--- config.mk ---
export PLATFORM = sky130hd
export DESIGN_NAME = serial_subtractor
export DESIGN_NICKNAME = d
export VERILOG_FILES = /design/src/rtl/serial_subtractor.sv
export SDC_FILE = /design/constraint.sdc
export NUM_CORES = 1
export LEC_CHECK = 0
export ABC_AREA = 1
export BUFFER_PORTS_ARGS = -buffer_cell sky130_fd_sc_hd__buf_2
export CELL_PAD_IN_SITES_DETAIL_PLACEMENT = 0
export CELL_PAD_IN_SITES_GLOBAL_PLACEMENT = 1
export CORE_AREA = 5 5 74 76
export CTS_BUF_LIST = sky130_fd_sc_hd__clkbuf_8
export DETAILED_ROUTE_END_ITERATION = 16
export DIE_AREA = 0 0 79 81
export GPL_TIMING_DRIVEN = 1
export PLACE_DENSITY = 0.82
export SYNTH_ARGS = -nofsm -noshare
export SYNTH_HDL_FRONTEND = slang
export SYNTH_SLANG_ARGS = --single-unit
--- constraint.sdc ---
create_clock -name clk -period 1.4 [get_ports clk]
set_input_delay 0.14 -clock clk [delete_from_list [all_inputs] [get_ports clk]]
set_output_delay 0.14 -clock clk [all_outputs]
set_load 0.1 [all_outputs]
--- src/rtl/serial_subtractor.sv ---
// Bit-serial unsigned subtractor: res = op1 - op2, one bit per clock LSB first,
// driven by a start/busy/done handshake with a single borrow flip-flop.
module serial_subtractor #(
  parameter int WIDTH = 8
) (
  input  logic             clk,
  input  logic             rst,
  input  logic             start,
  input  logic [WIDTH-1:0] op1,
  input  logic [WIDTH-1:0] op2,
  output logic             busy,
  output logic             done,
  output logic [WIDTH-1:0] res,
  output logic             bo
);
  localparam int CW = $clog2(WIDTH + 1);
  localparam logic [CW-1:0] LAST = CW'(WIDTH - 1);

  typedef enum logic [1:0] {IDLE, RUN, DONE} state_t;

  state_t           state_q;
  logic [WIDTH-1:0] a_q, b_q, r_q, res_q;
  logic [CW-1:0]    cnt_q;
  logic             br_q, busy_q, done_q, bo_q;

  logic             diff_d, br_d;
  logic [WIDTH-1:0] r_d;

  // Half-subtractor cell plus borrow-in for the current LSB.
  always_comb begin
    diff_d = a_q[0] ^ b_q[0] ^ br_q;
    br_d   = (~a_q[0] & b_q[0]) | (~(a_q[0] ^ b_q[0]) & br_q);
    r_d    = {diff_d, r_q[WIDTH-1:1]};
  end

  always_ff @(posedge clk) begin
    if (rst) begin
      state_q <= IDLE;
      a_q     <= '0;
      b_q     <= '0;
      r_q     <= '0;
      res_q   <= '0;
      cnt_q   <= '0;
      br_q    <= 1'b0;
      busy_q  <= 1'b0;
      done_q  <= 1'b0;
      bo_q    <= 1'b0;
    end else begin
      case (state_q)
        IDLE, DONE: begin
          done_q <= 1'b0;
          if (start) begin
            // res/bo deliberately left holding the previous result
            a_q     <= op1;
            b_q     <= op2;
            br_q    <= 1'b0;
            cnt_q   <= '0;
            busy_q  <= 1'b1;
            state_q <= RUN;
          end else begin
            state_q <= IDLE;
          end
        end
        RUN: begin
          a_q   <= a_q >> 1;
          b_q   <= b_q >> 1;
          r_q   <= r_d;
          br_q  <= br_d;
          cnt_q <= cnt_q + 1'b1;
          if (cnt_q == LAST) begin
            state_q <= DONE;
            busy_q  <= 1'b0;
            done_q  <= 1'b1;
            res_q   <= r_d;
            bo_q    <= br_d;
          end
        end
        default: begin
          state_q <= IDLE;
          busy_q  <= 1'b0;
          done_q  <= 1'b0;
        end
      endcase
    end
  end

  assign busy = busy_q;
  assign done = done_q;
  assign res  = res_q;
  assign bo   = bo_q;
endmodule

==> impl_metrics.yaml <==
sta:
  rsz0062_at_grt: "true"
  setup_tns_ns: 0
  slew_headroom: 0.676
  fin_crit_sh: 0.867
  fin_crit_ns: 1.21
  max_freq_mhz: 824
  hold_slack_ns: 0.0986
  setup_viol: 0
  slew_violations: 0
  finalClockSkew_ns: 0.00850
  hold_viol_final: 0
  worst-slew-pin-transition_ns: 0.489
power:
  sequentialPowerShare: 0.553
  switching_share: 0.266
  p_sw_mw: 0.606
  pwr-share-clk: 0.312
  p_int_mw: 1.67
  power.leakage_nw: 0.925
  p_comb_frac: 0.135
  power_density_nw_per_um2: 1090
  vdd_drop_max_uv: 596
floorplanning:
  rows: 25
  floorplan.initialDensity: 0.392
  die_h_um: 81
  dieArea_um2: 6400
  dieWidth_um: 79
  core-area_um2: 4660
  io_pins: 30
routing:
  drt-initial-drc-count: 122
  wl_per_cell_um: 11.0
  drc_errors: 0
  viasPerCell: 4.78
  drt_wl_total_um: 3680
  vias: 1591
  drt-pass1-iter-count: 4
  ant_nets: 0
clock_tree:
  ctsHoldBuffers: 0
  postCtsSetupBuffers: 0
  clk_pin_slew_ns: 0.07
  cts_tree: "done"
  h-tree-depth: 2
  clockBufferDepth: 2
  cts_buffers: 5
  clk_latency_ns: 0.29
  clock-sinks: 41
  cts_root_buf: "clkbuf_8"
synthesis:
  yosysSeqAreaShare: 0.450
  synth-simple-area-share: 0.308
  yosysWarningCount: 0
  avgSynthCellArea_um2: 7.36
  synth_fa_ha_area_frac: 0.0178
  yosys.cell_types.count: 20
  synth_xor_area_frac: 0
  synth_nets: 269
  synthesis.area_um2: 1830
  synthMuxAreaShare: 0
  synth_seq_cells: 41
  syn-instance-count: 248
  synth_top_family_by_area: "simple AND/OR/NAND/NOR gates"
  synth-compound-area-share: 0.105
worst_setup_path:
  required_ns: 1.63
  critPathKind: "reg -> reg"
  worstSetupStartpointType: "flip-flop"
  reg2reg_depth: 5
  r2r_slack_ns: 0.19
  cp.arrival_ns: 1.44
  r2r-start: "cnt_q[0]$_SDFFE_PP0P_"
  cp_max_fo: 9
  cp-end-kind: "flip-flop"
  timing.rr.end: "res[0]$_SDFFE_PP0P_"
layout:
  drive_gt1_frac: 0.183
  synthToLayoutAreaGrowth_pct: 14.0
  final_nets: 299
  nFillCells: 513
  antenna_cells: 0
  ff_latch_area_um2: 821
  multiInputGateArea_um2: 792
run:
  cap_violations: 0
hold_path:
  hp-start: "op2[7]"
  hp-class: "in -> reg"
  whs_path_depth: 3
  min_to: "b_q[7]$_SDFFE_PP0P_"
global_routing:
  grt_overflow: 0
  grt_max_degree: 27
  grt_pass1_vias: 1505
  grt.total_usage: 0.131
  grt_pass1_wl_um: 6600
  grt_antenna_before_repair: 0
placement:
  routabilityCongestion: 0.787
  hpwl_um: 2640
  port_buffers: 29
run_status:
  outcome: "finished, final reports clean"
-- routing by layer --
metal,share of wire,global-route usage
met5,0,0
met4,0.026,0.0636
met2,0.48,0.220
met3,0.034,0.0344
met1,0.46,0.156
-- timing repair --
| item | 4_1_cts | 5_1_grt |
|---|---|---|
| endpoints found under the hold margin | 0 | 0 |
| endpoints found under the setup margin | 0 | 10 |
| gates resized for setup | 0 | 1 |
-- synth_stat cells --
library cell,number,share of area
nand2_1,37,0.076
nor2_1,26,0.053
o21ai_0,11,0.030
ha_1,1,0.0069
buf_6,5,0.031
nor2_4,2,0.012
inv_4,1,0.0034
buf_4,2,0.0082
nor2_2,1,0.0034
nand2_2,1,0.0034
nand3_1,56,0.15
inv_2,2,0.0041
inv_1,25,0.051
a21oi_1,26,0.071
o22ai_1,1,0.0034
nand2_4,1,0.0062
dfxtp_1,41,0.45
clkbuf_1,1,0.0021
buf_2,7,0.019
fa_1,1,0.011
-- worst max-delay path by stage --
stage / endpoint / startpoint
6_report: res[0]$_SDFFE_PP0P_ / cnt_q[0]$_SDFFE_PP0P_
5_1_grt: res[6]$_SDFFE_PP0P_ / cnt_q[0]$_SDFFE_PP0P_
4_1_cts: bo$_SDFFE_PP0P_ / cnt_q[0]$_SDFFE_PP0P_
3_5_place_dp: bo$_SDFFE_PP0P_ / cnt_q[0]$_SDFFE_PP0P_
3_3_place_gp: bo$_SDFFE_PP0P_ / cnt_q[0]$_SDFFE_PP0P_
2_1_floorplan: busy$_SDFFE_PP0P_ / busy$_SDFFE_PP0P_
-- flip-flops by register name, indices dropped and copies added (netlist names) --
name     flops
a_q          8
b_q          8
res          8
r_q          7
cnt_q        4
state_q      2
bo           1
br_q         1
busy         1
done         1
-- layout make-up --
cell class	instances	area share
Clock buffer	5	0.0331
Multi-Input combinational cell	164	0.381
Inverter	28	0.0517
Tap cell	54	0.0325
Clock inverter	3	0.00541
Sequential cell	41	0.394
Timing Repair Buffer	38	0.102
-- power groups by stage --
stage / registers (mW) / clock network (mW) / logic, mW
after CTS: 1.26 / 0.743 / 0.313
final: 1.26 / 0.711 / 0.307
after global placement: 1.28 / 0 / 0.309
after global routing: 1.26 / 0.791 / 0.350
after floorplan: 1.29 / 0 / 0.232
after detailed placement: 1.28 / 0 / 0.312
-- metrics by stage --
stage	instance area, um2	utilization	total power, mW	worst slack, ns	instances
after floorplan	1830	-	1.53	0.0844	248
after global placement	2000	0.428	1.59	0.141	325
after detailed placement	2000	0.428	1.60	0.109	325
after CTS	2080	0.445	2.31	0.0902	333
after global routing	2080	0.446	2.41	-0.00344	333
final	2080	0.446	2.28	0.187	333
-- worst max-delay path, stage by stage (launching register included) --
cell and delay, ns:
dfxtp_1 0.38, ha_1 0.20, nand3_1 0.16, nor2_4 0.25
nor2_1 0.07, nor2_1 0.09
-- layout by cell type (no fill, tap or decap), types with 2 or more instances in the layout --
cell,instances
a21oi_1,26
buf_2,29
buf_4,9
clkbuf_8,5
dfxtp_1,41
inv_1,28
inv_2,2
nand2_1,37
nand3_1,56
nor2_1,26
nor2_4,3
o21ai_0,11
-- logic make-up (layout without fill, tap and decap cells) --
kind of cell             after synthesis  count (layout)
adder cells (fa/ha/maj)                2               2
AND/OR/NAND/NOR                      124             124
AO/OA/AOI/OAI                         38              38
flip-flops                            41              41
buffers and inverters                 43              74
Note: power is estimated with default switching activity, not from simulation.
